File: config.mk
export PLATFORM = sky130hd
export DESIGN_NAME = axil_master_flat
export DESIGN_NICKNAME = d
export VERILOG_FILES = /design/src/rtl/axil_master_pkg.sv /design/src/rtl/axi4_lite_if.sv /design/src/rtl/axil_master.sv /design/src/flat_wrapper.sv
export SDC_FILE = /design/constraint.sdc
export NUM_CORES = 1
export LEC_CHECK = 0
export CAP_MARGIN = 0
export CORE_UTILIZATION = 41
export CTS_CLUSTER_SIZE = 12
export DETAILED_ROUTE_END_ITERATION = 10
export PLACE_DENSITY = 0.83
export SYNTH_ARGS = -nofsm -noshare
export SYNTH_HDL_FRONTEND = slang
export SYNTH_SLANG_ARGS = --single-unit
File: constraint.sdc
create_clock -name aclk -period 3.3 [get_ports aclk]
set_clock_uncertainty 0.05 [all_clocks]
set_input_delay 0.66 -clock aclk [delete_from_list [all_inputs] [get_ports aclk]]
set_output_delay 0.66 -clock aclk [all_outputs]
set_load 0.02 [all_outputs]
File: src/rtl/axil_master_pkg.sv
// Shared types and response codes for the single-outstanding AXI4-Lite initiator.
// The DRAIN state only exists when AXIL_MASTER_TIMEOUT_EN is defined.
package axil_master_pkg;

  typedef enum logic [2:0] {
    IDLE  = 3'd0,
    WRITE = 3'd1,
    WRESP = 3'd2,
    READ  = 3'd3,
    RDATA = 3'd4,
    RESP  = 3'd5
`ifdef AXIL_MASTER_TIMEOUT_EN
    ,
    DRAIN = 3'd6
`endif
  } state_t;

  localparam logic [1:0] RESP_OKAY    = 2'b00;
  localparam logic [1:0] RESP_SLVERR  = 2'b10;
  localparam logic [1:0] RESP_DECERR  = 2'b11;
  localparam logic [1:0] RESP_TIMEOUT = 2'b11;

endpackage

File: src/rtl/axi4_lite_if.sv
// AXI4-Lite bundle with master (m) and slave (s) views.
interface axi4_lite_if #(
  parameter int ADDR_W = 32,
  parameter int DATA_W = 32
);
  logic              awvalid;
  logic              awready;
  logic [ADDR_W-1:0] awaddr;
  logic [2:0]        awprot;
  logic              wvalid;
  logic              wready;
  logic [DATA_W-1:0] wdata;
  logic [DATA_W/8-1:0] wstrb;
  logic              bvalid;
  logic              bready;
  logic [1:0]        bresp;
  logic              arvalid;
  logic              arready;
  logic [ADDR_W-1:0] araddr;
  logic [2:0]        arprot;
  logic              rvalid;
  logic              rready;
  logic [DATA_W-1:0] rdata;
  logic [1:0]        rresp;

  modport m (
    output awvalid, awaddr, awprot, wvalid, wdata, wstrb, bready,
           arvalid, araddr, arprot, rready,
    input  awready, wready, bvalid, bresp, arready, rvalid, rdata, rresp
  );

  modport s (
    input  awvalid, awaddr, awprot, wvalid, wdata, wstrb, bready,
           arvalid, araddr, arprot, rready,
    output awready, wready, bvalid, bresp, arready, rvalid, rdata, rresp
  );
endinterface

File: src/rtl/axil_master.sv
// Single-outstanding AXI4-Lite initiator driven by a valid/ready command stream.
// Optional B/R timeout with post-timeout drain: define AXIL_MASTER_TIMEOUT_EN.
module axil_master
  import axil_master_pkg::*;
#(
  parameter int ADDR_W         = 32,
  parameter int DATA_W         = 32,
  parameter int TIMEOUT_CYCLES = 1024
) (
  input  logic                aclk,
  input  logic                areset,
  axi4_lite_if.m              axi,
  input  logic [31:0]         offset,
  input  logic                cmd_valid,
  output logic                cmd_ready,
  input  logic                cmd_write,
  input  logic [ADDR_W-1:0]   cmd_addr,
  input  logic [DATA_W-1:0]   cmd_wdata,
  input  logic [DATA_W/8-1:0] cmd_wstrb,
  output logic                rsp_valid,
  input  logic                rsp_ready,
  output logic [DATA_W-1:0]   rsp_rdata,
  output logic [1:0]          rsp_resp,
  output logic                busy,
  output logic [2:0]          dbg_state
);

  // Handshakes on every channel complete when valid & ready are both high at a
  // rising edge; valids are registered and never depend combinationally on a ready.
  localparam int SUM_W = (ADDR_W > 32) ? ADDR_W : 32;

  state_t              state, state_d, state_nat;
  logic [ADDR_W-1:0]   addr_q;
  logic [DATA_W-1:0]   wdata_q;
  logic [DATA_W/8-1:0] wstrb_q;
  logic                awvalid_q, wvalid_q, arvalid_q;
  logic [DATA_W-1:0]   rdata_q;
  logic [1:0]          resp_q;
  logic [SUM_W-1:0]    addr_sum;
  logic                cmd_hs, aw_done, w_done, to_fire;

  assign cmd_hs   = (state == IDLE) && cmd_valid;
  assign addr_sum = SUM_W'(cmd_addr) + SUM_W'(offset);
  assign aw_done  = !awvalid_q || axi.awready;
  assign w_done   = !wvalid_q || axi.wready;

`ifdef AXIL_MASTER_TIMEOUT_EN
  localparam int CNT_W = $clog2(TIMEOUT_CYCLES + 1);
  logic [CNT_W-1:0] to_cnt;
  logic             timed_out_q, write_q, counting;

  assign counting = (state == WRITE) || (state == WRESP) || (state == READ) || (state == RDATA);
  assign to_fire  = counting && (to_cnt == CNT_W'(TIMEOUT_CYCLES - 1)) && (state_nat == state);
  assign state_d  = to_fire ? RESP : state_nat;
`else
  assign to_fire  = 1'b0;
  assign state_d  = state_nat;
`endif

  always_comb begin
    state_nat = state;
    case (state)
      IDLE:  if (cmd_valid) state_nat = cmd_write ? WRITE : READ;
      WRITE: if (aw_done && w_done) state_nat = WRESP;
      WRESP: if (axi.bvalid) state_nat = RESP;
      READ:  if (axi.arready) state_nat = RDATA;
      RDATA: if (axi.rvalid) state_nat = RESP;
`ifdef AXIL_MASTER_TIMEOUT_EN
      RESP:  if (rsp_ready) state_nat = timed_out_q ? DRAIN : IDLE;
      DRAIN: if (write_q ? axi.bvalid : axi.rvalid) state_nat = IDLE;
`else
      RESP:  if (rsp_ready) state_nat = IDLE;
`endif
      default: state_nat = IDLE;
    endcase
  end

  always_ff @(posedge aclk) begin
    if (areset) begin
      state     <= IDLE;
      addr_q    <= '0;
      wdata_q   <= '0;
      wstrb_q   <= '0;
      awvalid_q <= 1'b0;
      wvalid_q  <= 1'b0;
      arvalid_q <= 1'b0;
      rdata_q   <= '0;
      resp_q    <= RESP_OKAY;
    end else begin
      state <= state_d;
      if (cmd_hs) begin
        addr_q    <= addr_sum[ADDR_W-1:0];
        wdata_q   <= cmd_wdata;
        wstrb_q   <= cmd_wstrb;
        awvalid_q <= cmd_write;
        wvalid_q  <= cmd_write;
        arvalid_q <= !cmd_write;
      end else begin
        // Each valid falls only on its own handshake, whatever state we are in.
        if (awvalid_q && axi.awready) awvalid_q <= 1'b0;
        if (wvalid_q && axi.wready)   wvalid_q  <= 1'b0;
        if (arvalid_q && axi.arready) arvalid_q <= 1'b0;
      end
      if (to_fire) begin
        rdata_q <= '0;
        resp_q  <= RESP_TIMEOUT;
      end else if ((state == WRESP) && axi.bvalid) begin
        rdata_q <= '0;
        resp_q  <= axi.bresp;
      end else if ((state == RDATA) && axi.rvalid) begin
        rdata_q <= axi.rdata;
        resp_q  <= axi.rresp;
      end
    end
  end

`ifdef AXIL_MASTER_TIMEOUT_EN
  always_ff @(posedge aclk) begin
    if (areset) begin
      to_cnt      <= '0;
      timed_out_q <= 1'b0;
      write_q     <= 1'b0;
    end else begin
      if (state_d != state) to_cnt <= '0;
      else if (counting)    to_cnt <= to_cnt + 1'b1;
      if (to_fire)                                timed_out_q <= 1'b1;
      else if ((state == DRAIN) && (state_d == IDLE)) timed_out_q <= 1'b0;
      if (cmd_hs) write_q <= cmd_write;
    end
  end

  // After a timeout the late B/R beat is still owed by the slave; accept and discard it.
  assign axi.bready = (state == WRESP) || ((state == DRAIN) && write_q);
  assign axi.rready = (state == RDATA) || ((state == DRAIN) && !write_q);
`else
  assign axi.bready = (state == WRESP);
  assign axi.rready = (state == RDATA);
`endif

  assign axi.awvalid = awvalid_q;
  assign axi.awaddr  = addr_q;
  assign axi.awprot  = 3'b000;
  assign axi.wvalid  = wvalid_q;
  assign axi.wdata   = wdata_q;
  assign axi.wstrb   = wstrb_q;
  assign axi.arvalid = arvalid_q;
  assign axi.araddr  = addr_q;
  assign axi.arprot  = 3'b000;

  assign cmd_ready = (state == IDLE);
  assign busy      = (state != IDLE);
  assign rsp_valid = (state == RESP);
  assign rsp_rdata = rdata_q;
  assign rsp_resp  = resp_q;
  assign dbg_state = state;

endmodule
File: src/flat_wrapper.sv
// flat-port wrapper written by rule: the top's interface ports become plain ports
module axil_master_flat import axil_master_pkg::*;
#(
  parameter int ADDR_W         = 32,
  parameter int DATA_W         = 32,
  parameter int TIMEOUT_CYCLES = 1024
)
  (aclk, areset, offset, cmd_valid, cmd_ready, cmd_write, cmd_addr, cmd_wdata, cmd_wstrb, rsp_valid, rsp_ready, rsp_rdata, rsp_resp, busy, dbg_state, axi_awvalid, axi_awaddr, axi_awprot, axi_wvalid, axi_wdata, axi_wstrb, axi_bready, axi_arvalid, axi_araddr, axi_arprot, axi_rready, axi_awready, axi_wready, axi_bvalid, axi_bresp, axi_arready, axi_rvalid, axi_rdata, axi_rresp);
  axi4_lite_if #(.ADDR_W(ADDR_W), .DATA_W(DATA_W)) axi_i ();
  input  logic aclk;
  input  logic areset;
  input  logic [31:0] offset;
  input  logic cmd_valid;
  output logic cmd_ready;
  input  logic cmd_write;
  input  logic [ADDR_W-1:0] cmd_addr;
  input  logic [DATA_W-1:0] cmd_wdata;
  input  logic [DATA_W/8-1:0] cmd_wstrb;
  output logic rsp_valid;
  input  logic rsp_ready;
  output logic [DATA_W-1:0] rsp_rdata;
  output logic [1:0] rsp_resp;
  output logic busy;
  output logic [2:0] dbg_state;
  output wire logic [$bits(axi_i.awvalid)-1:0] axi_awvalid;
  output wire logic [$bits(axi_i.awaddr)-1:0] axi_awaddr;
  output wire logic [$bits(axi_i.awprot)-1:0] axi_awprot;
  output wire logic [$bits(axi_i.wvalid)-1:0] axi_wvalid;
  output wire logic [$bits(axi_i.wdata)-1:0] axi_wdata;
  output wire logic [$bits(axi_i.wstrb)-1:0] axi_wstrb;
  output wire logic [$bits(axi_i.bready)-1:0] axi_bready;
  output wire logic [$bits(axi_i.arvalid)-1:0] axi_arvalid;
  output wire logic [$bits(axi_i.araddr)-1:0] axi_araddr;
  output wire logic [$bits(axi_i.arprot)-1:0] axi_arprot;
  output wire logic [$bits(axi_i.rready)-1:0] axi_rready;
  input wire logic [$bits(axi_i.awready)-1:0] axi_awready;
  input wire logic [$bits(axi_i.wready)-1:0] axi_wready;
  input wire logic [$bits(axi_i.bvalid)-1:0] axi_bvalid;
  input wire logic [$bits(axi_i.bresp)-1:0] axi_bresp;
  input wire logic [$bits(axi_i.arready)-1:0] axi_arready;
  input wire logic [$bits(axi_i.rvalid)-1:0] axi_rvalid;
  input wire logic [$bits(axi_i.rdata)-1:0] axi_rdata;
  input wire logic [$bits(axi_i.rresp)-1:0] axi_rresp;
  assign axi_awvalid = axi_i.awvalid;
  assign axi_awaddr = axi_i.awaddr;
  assign axi_awprot = axi_i.awprot;
  assign axi_wvalid = axi_i.wvalid;
  assign axi_wdata = axi_i.wdata;
  assign axi_wstrb = axi_i.wstrb;
  assign axi_bready = axi_i.bready;
  assign axi_arvalid = axi_i.arvalid;
  assign axi_araddr = axi_i.araddr;
  assign axi_arprot = axi_i.arprot;
  assign axi_rready = axi_i.rready;
  assign axi_i.awready = axi_awready;
  assign axi_i.wready = axi_wready;
  assign axi_i.bvalid = axi_bvalid;
  assign axi_i.bresp = axi_bresp;
  assign axi_i.arready = axi_arready;
  assign axi_i.rvalid = axi_rvalid;
  assign axi_i.rdata = axi_rdata;
  assign axi_i.rresp = axi_rresp;
  axil_master #(.ADDR_W(ADDR_W), .DATA_W(DATA_W), .TIMEOUT_CYCLES(TIMEOUT_CYCLES)) u_core (.aclk(aclk), .areset(areset), .axi(axi_i), .offset(offset), .cmd_valid(cmd_valid), .cmd_ready(cmd_ready), .cmd_write(cmd_write), .cmd_addr(cmd_addr), .cmd_wdata(cmd_wdata), .cmd_wstrb(cmd_wstrb), .rsp_valid(rsp_valid), .rsp_ready(rsp_ready), .rsp_rdata(rsp_rdata), .rsp_resp(rsp_resp), .busy(busy), .dbg_state(dbg_state));
endmodule
# After elaboration in Yosys (flattened, before gate mapping)
# Index checks and enable logic that the tools add are counted.
[totals]
in_bits = 146
regBits = 108
word_cells = 57
[op_classes]
n_reduce_logical = 20
addsub = 1
mux = 16
n_eq_ne = 11
[ops]
columns = ["op", "count"]
rows = [
  ["$add A32 B32 Y32", 1],
  ["$mux W3", 6],
  ["$pmux W3 S6", 1],
  ["$ne A2 B1 Y1 const B", 4],
  ["$reduce_bool A2 Y1", 4],
  ["$logic_and A1 B1 Y1", 7],
  ["$eq A3 B2 Y1 const B", 2],
  ["$eq A3 B3 Y1 const B", 2],
  ["$mux W1", 6],
  ["$mux W2", 3],
  ["$reduce_and A6 Y1", 1],
  ["$ne A2 B2 Y1 const B", 2],
  ["$eq A3 B1 Y1 const B", 1],
  ["$logic_not A1 Y1", 3],
  ["$logic_not A3 Y1", 1],
  ["$reduce_bool A3 Y1", 1],
  ["$logic_or A1 B1 Y1", 2],
  ["$reduce_or A2 Y1", 1],
]

# Logic depth before layout (Yosys ltp)
[logic_depth]
ltp_word = 5
depth_mapped = 9

# Worst setup path before layout
# OpenSTA, ideal clock, no wires.
[synth_timing]
path_type = "input to register"
from = "input offset[0]"
to = "register u_core.addr_q[24], in the netlist u_core.axi.araddr[24]"
required_ns = 3.133
path_stages = 9
arrival_ns = 2.654
setup_time_ns = 0.117
slack_ns = 0.479
cell_sequence = "ha_1 -> fa_1 -> a21o_1 -> a31oi_2 -> o211ai_2 -> a21oi_4 -> nor2_1 -> or3_1 -> a32o_1"
[synth_between]
elab_chain_cells = 1
[synth_lines]
columns = ["element", "line_no", "source"]
rows = [
  ["from (decl)", "flat_wrapper.sv:12", "input logic [31:0] offset;"],
  ["$add A32 B32 Y32", "axil_master.sv:43", "assign addr_sum = SUM_W'(cmd_addr) + SUM_W'(offset);"],
  ["to (signal assigned)", "axil_master.sv:92", "addr_q <= addr_sum[ADDR_W-1:0];"],
  ["to (decl)", "axil_master.sv:33", "logic [ADDR_W-1:0] addr_q;"],
]
# Every way passes these cells.
# A chain may end at the register's enable or synchronous reset.

# Worst setup path after layout
[layout_timing]
from = "input offset[0]"
to = "register u_core.addr_q[30], in the netlist u_core.axi.araddr[30]"
# Same word-level chain as after synthesis.

==> results.sh <==
export IMPL_ir_worst_vdd_uv=298
export IMPL_tightest_slew_ps=610
export IMPL_switching_share=0.397
export IMPL_io_pins=297
export IMPL_seq_area_frac_synth=0.367
export IMPL_fmax_mhz=332
export IMPL_num_rows=43
export IMPL_cp_end_kind="flip-flop"
export IMPL_syn_cell_area_sq_um=5880
export IMPL_crit_required_ps=3490
export IMPL_preCtsSetupSlack_ps=-48.5
export IMPL_drcViolationCount=0
export IMPL_worstSetupPathType="input pin to flip-flop"
export IMPL_antenna_cells=0
export IMPL_clkTransAtPathRegs_ps=80
export IMPL_relSlewSlack=0.593
export IMPL_path_max_fanout=3
export IMPL_setup_ws_ps=286
export IMPL_ys_top_cells_by_count="203 x nand2_1, 119 x a21oi_1, 108 x dfxtp_1, 38 x buf_4, 32 x nor2_1"
export IMPL_grt_pass1_vias=5675
export IMPL_grt_max_degree=43
export IMPL_cts_sinks=108
export IMPL_wl_per_cell_um=15.2
export IMPL_synth_area_leader_cell="dfxtp_1"
export IMPL_finalSetupViolCount=0
export IMPL_antenna_found_initial=0
export IMPL_ys_flop_type="dfxtp_1"
export IMPL_regArea_sq_um=2160
export IMPL_cts_buffer_depth=2
export IMPL_cap_violations=0
export IMPL_cts_tree="built"
export IMPL_async_flop_share=0
export IMPL_grt_overflow=0
export IMPL_portBuffers=290
export IMPL_die_area_sq_um=14800
export IMPL_yosysWarnings=0
export IMPL_leakagePower_uw=0.00346
export IMPL_hold_path_class="flip-flop to flip-flop"
export IMPL_n_fill_cell=1215
export IMPL_cts_hold_buf=0
export IMPL_pwr_share_clk=0.191
export IMPL_synthToLayoutAreaGrowth_pct=53.8
export IMPL_grt_usage=0.238
export IMPL_post_cts_repair_setup_buffers=0
export IMPL_p_seq_frac=0.325
export IMPL_p_comb_frac=0.484
export IMPL_finalHoldViolCount=0
export IMPL_multi_input_area_sq_um=3240
export IMPL_gp_congestion=0.909
export IMPL_vias=6173
export IMPL_p_per_area_nw_per_um2=606
export IMPL_startpoint_type="input pin"
export IMPL_h_tree_depth=3
export IMPL_final_area_sq_um=9050
export IMPL_drive_above_1_share=0.0497
export IMPL_ys_ff_latch=108
export IMPL_p_switching_uw=2180
export IMPL_core_area_sq_um=13900
export IMPL_slew_viol_final=0
export IMPL_rsz0062_at_grt="false"
export IMPL_finalCriticalPeriod_ps=3010
export IMPL_place_hpwl_um=14400
export IMPL_grt_pass1_wl_um=28100
export IMPL_place_area_sq_um=8760
export IMPL_clk_latency_ps=330
export IMPL_final_nets=1200
export IMPL_synth_top_area_frac=0.367
export IMPL_status="complete, no violations"
export IMPL_synth_edf_count=0
export IMPL_die_w_um=122
export IMPL_arrival_ps=3200
export IMPL_fin_util=0.649
export IMPL_internal_power_uw=3300
export IMPL_finalCritPeriodShare=0.913
export IMPL_synth_cell_types=62
export IMPL_cts_resized_gates=0
export IMPL_yosysMostFrequentCell="nand2_1"
export IMPL_ant_nets=0
export IMPL_whs_ps=403
export IMPL_numCtsBuffers=9
export IMPL_netlist_instances=769
export IMPL_root_buffer="clkbuf_16"
export IMPL_power_total_uw=5480
export IMPL_viasPerCell=5.11
export IMPL_postRouteWirelength_um=18400
export IMPL_die_h_um=122
export IMPL_drt_iter0_drc=349
export IMPL_first_pass_iters=5
export IMPL_start_util=0.422
export IMPL_synth_area_per_cell_sq_um=7.65
export IMPL_synth_area_top_cells="dfxtp_1 37%, nand2_1 13%, a21oi_1 10%"
layout make-up:
class	count	area share
Clock buffer	11	0.0268
Clock inverter	5	0.00484
Inverter	19	0.00788
Multi-Input combinational cell	572	0.358
Sequential cell	108	0.239
Tap cell	180	0.0249
Timing Repair Buffer	312	0.338
path summary, 6_finish.rpt:
check	startpoint	end	slack, ps	cells past startpoint
hold reg to reg	u_core.axi.wdata[22]	u_core.axi.wdata[22]	400	2
setup reg to reg	u_core.dbg_state[2]	u_core.axi.araddr[25]	810	5
hold / removal	u_core.axi.wdata[22]	u_core.axi.wdata[22]	400	2
setup / recovery	offset[0]	u_core.axi.araddr[30]	290	10
cells in the final DEF, fill, tap and decap left out, types with 14 or more instances in the layout:
cell type        instances
nor2_1                  32
dfxtp_1                108
inv_1                   19
buf_4                   22
o21ai_0                 16
clkdlybuf4s50_1        289
nand2_1                202
a21oi_1                119
nand3_1                 14
ha_1                    31
a21o_1                  16
worst max-delay path, stage by stage:
cell and delay [ps]:
clkdlybuf4s50_1 400, ha_1 230, fa_1 400, a21o_1 220, a31oi_2 270, o32ai_1 170
o22a_1 290, o2111ai_2 200, nand3_1 100, a32o_1 250
per-stage QoR:
step	cells	TNS, ps
6_report	1207	0
3_5_place_dp	1191	-146
3_3_place_gp	1191	-48.3
2_1_floorplan	774	0
4_1_cts	1207	0
5_1_grt	1207	0
logic make-up (layout without fill, tap and decap cells):
group	after synthesis	after routing	share of synthesized area
AO/OA/AOI/OAI	220	220	0.235
multiplexers	3	3	0.00510
flip-flops	108	108	0.367
buffers and inverters	94	347	0.0857
AND/OR/NAND/NOR	293	293	0.210
XOR/XNOR	18	18	0.0268
other	1	6	0.000637
adder cells (fa/ha/maj)	32	32	0.0693
sequential cells by signal, indices dropped and copies added, names as in the netlist:
signal              flops
u_core.dbg_state        3
u_core.axi.wvalid       1
u_core.axi.araddr      32
u_core.axi.wdata       32
u_core.axi.awvalid      1
u_core.axi.arvalid      1
u_core.rsp_resp         2
u_core.axi.wstrb        4
u_core.rsp_rdata       32
power by group through the flow:
stage	sequential [uW]	clock, uW	combinational [uW]
finish	1780	1050	2660
global route	1810	1120	2860
CTS	1780	1070	2660
detailed placement	1810	0	2660
global placement	1800	0	2630
floorplan	2040	0	1300
per-layer routing:
metal / part of all wire / wire length (um) / GRT usage
met1: 0.42 / 7760 / 0.297
met2: 0.50 / 9130 / 0.424
met3: 0.061 / 1120 / 0.0243
met4: 0.021 / 385 / 0.0826
met5: 0 / 0 / 0
No activity file was read; power rests on OpenSTA's default activity.
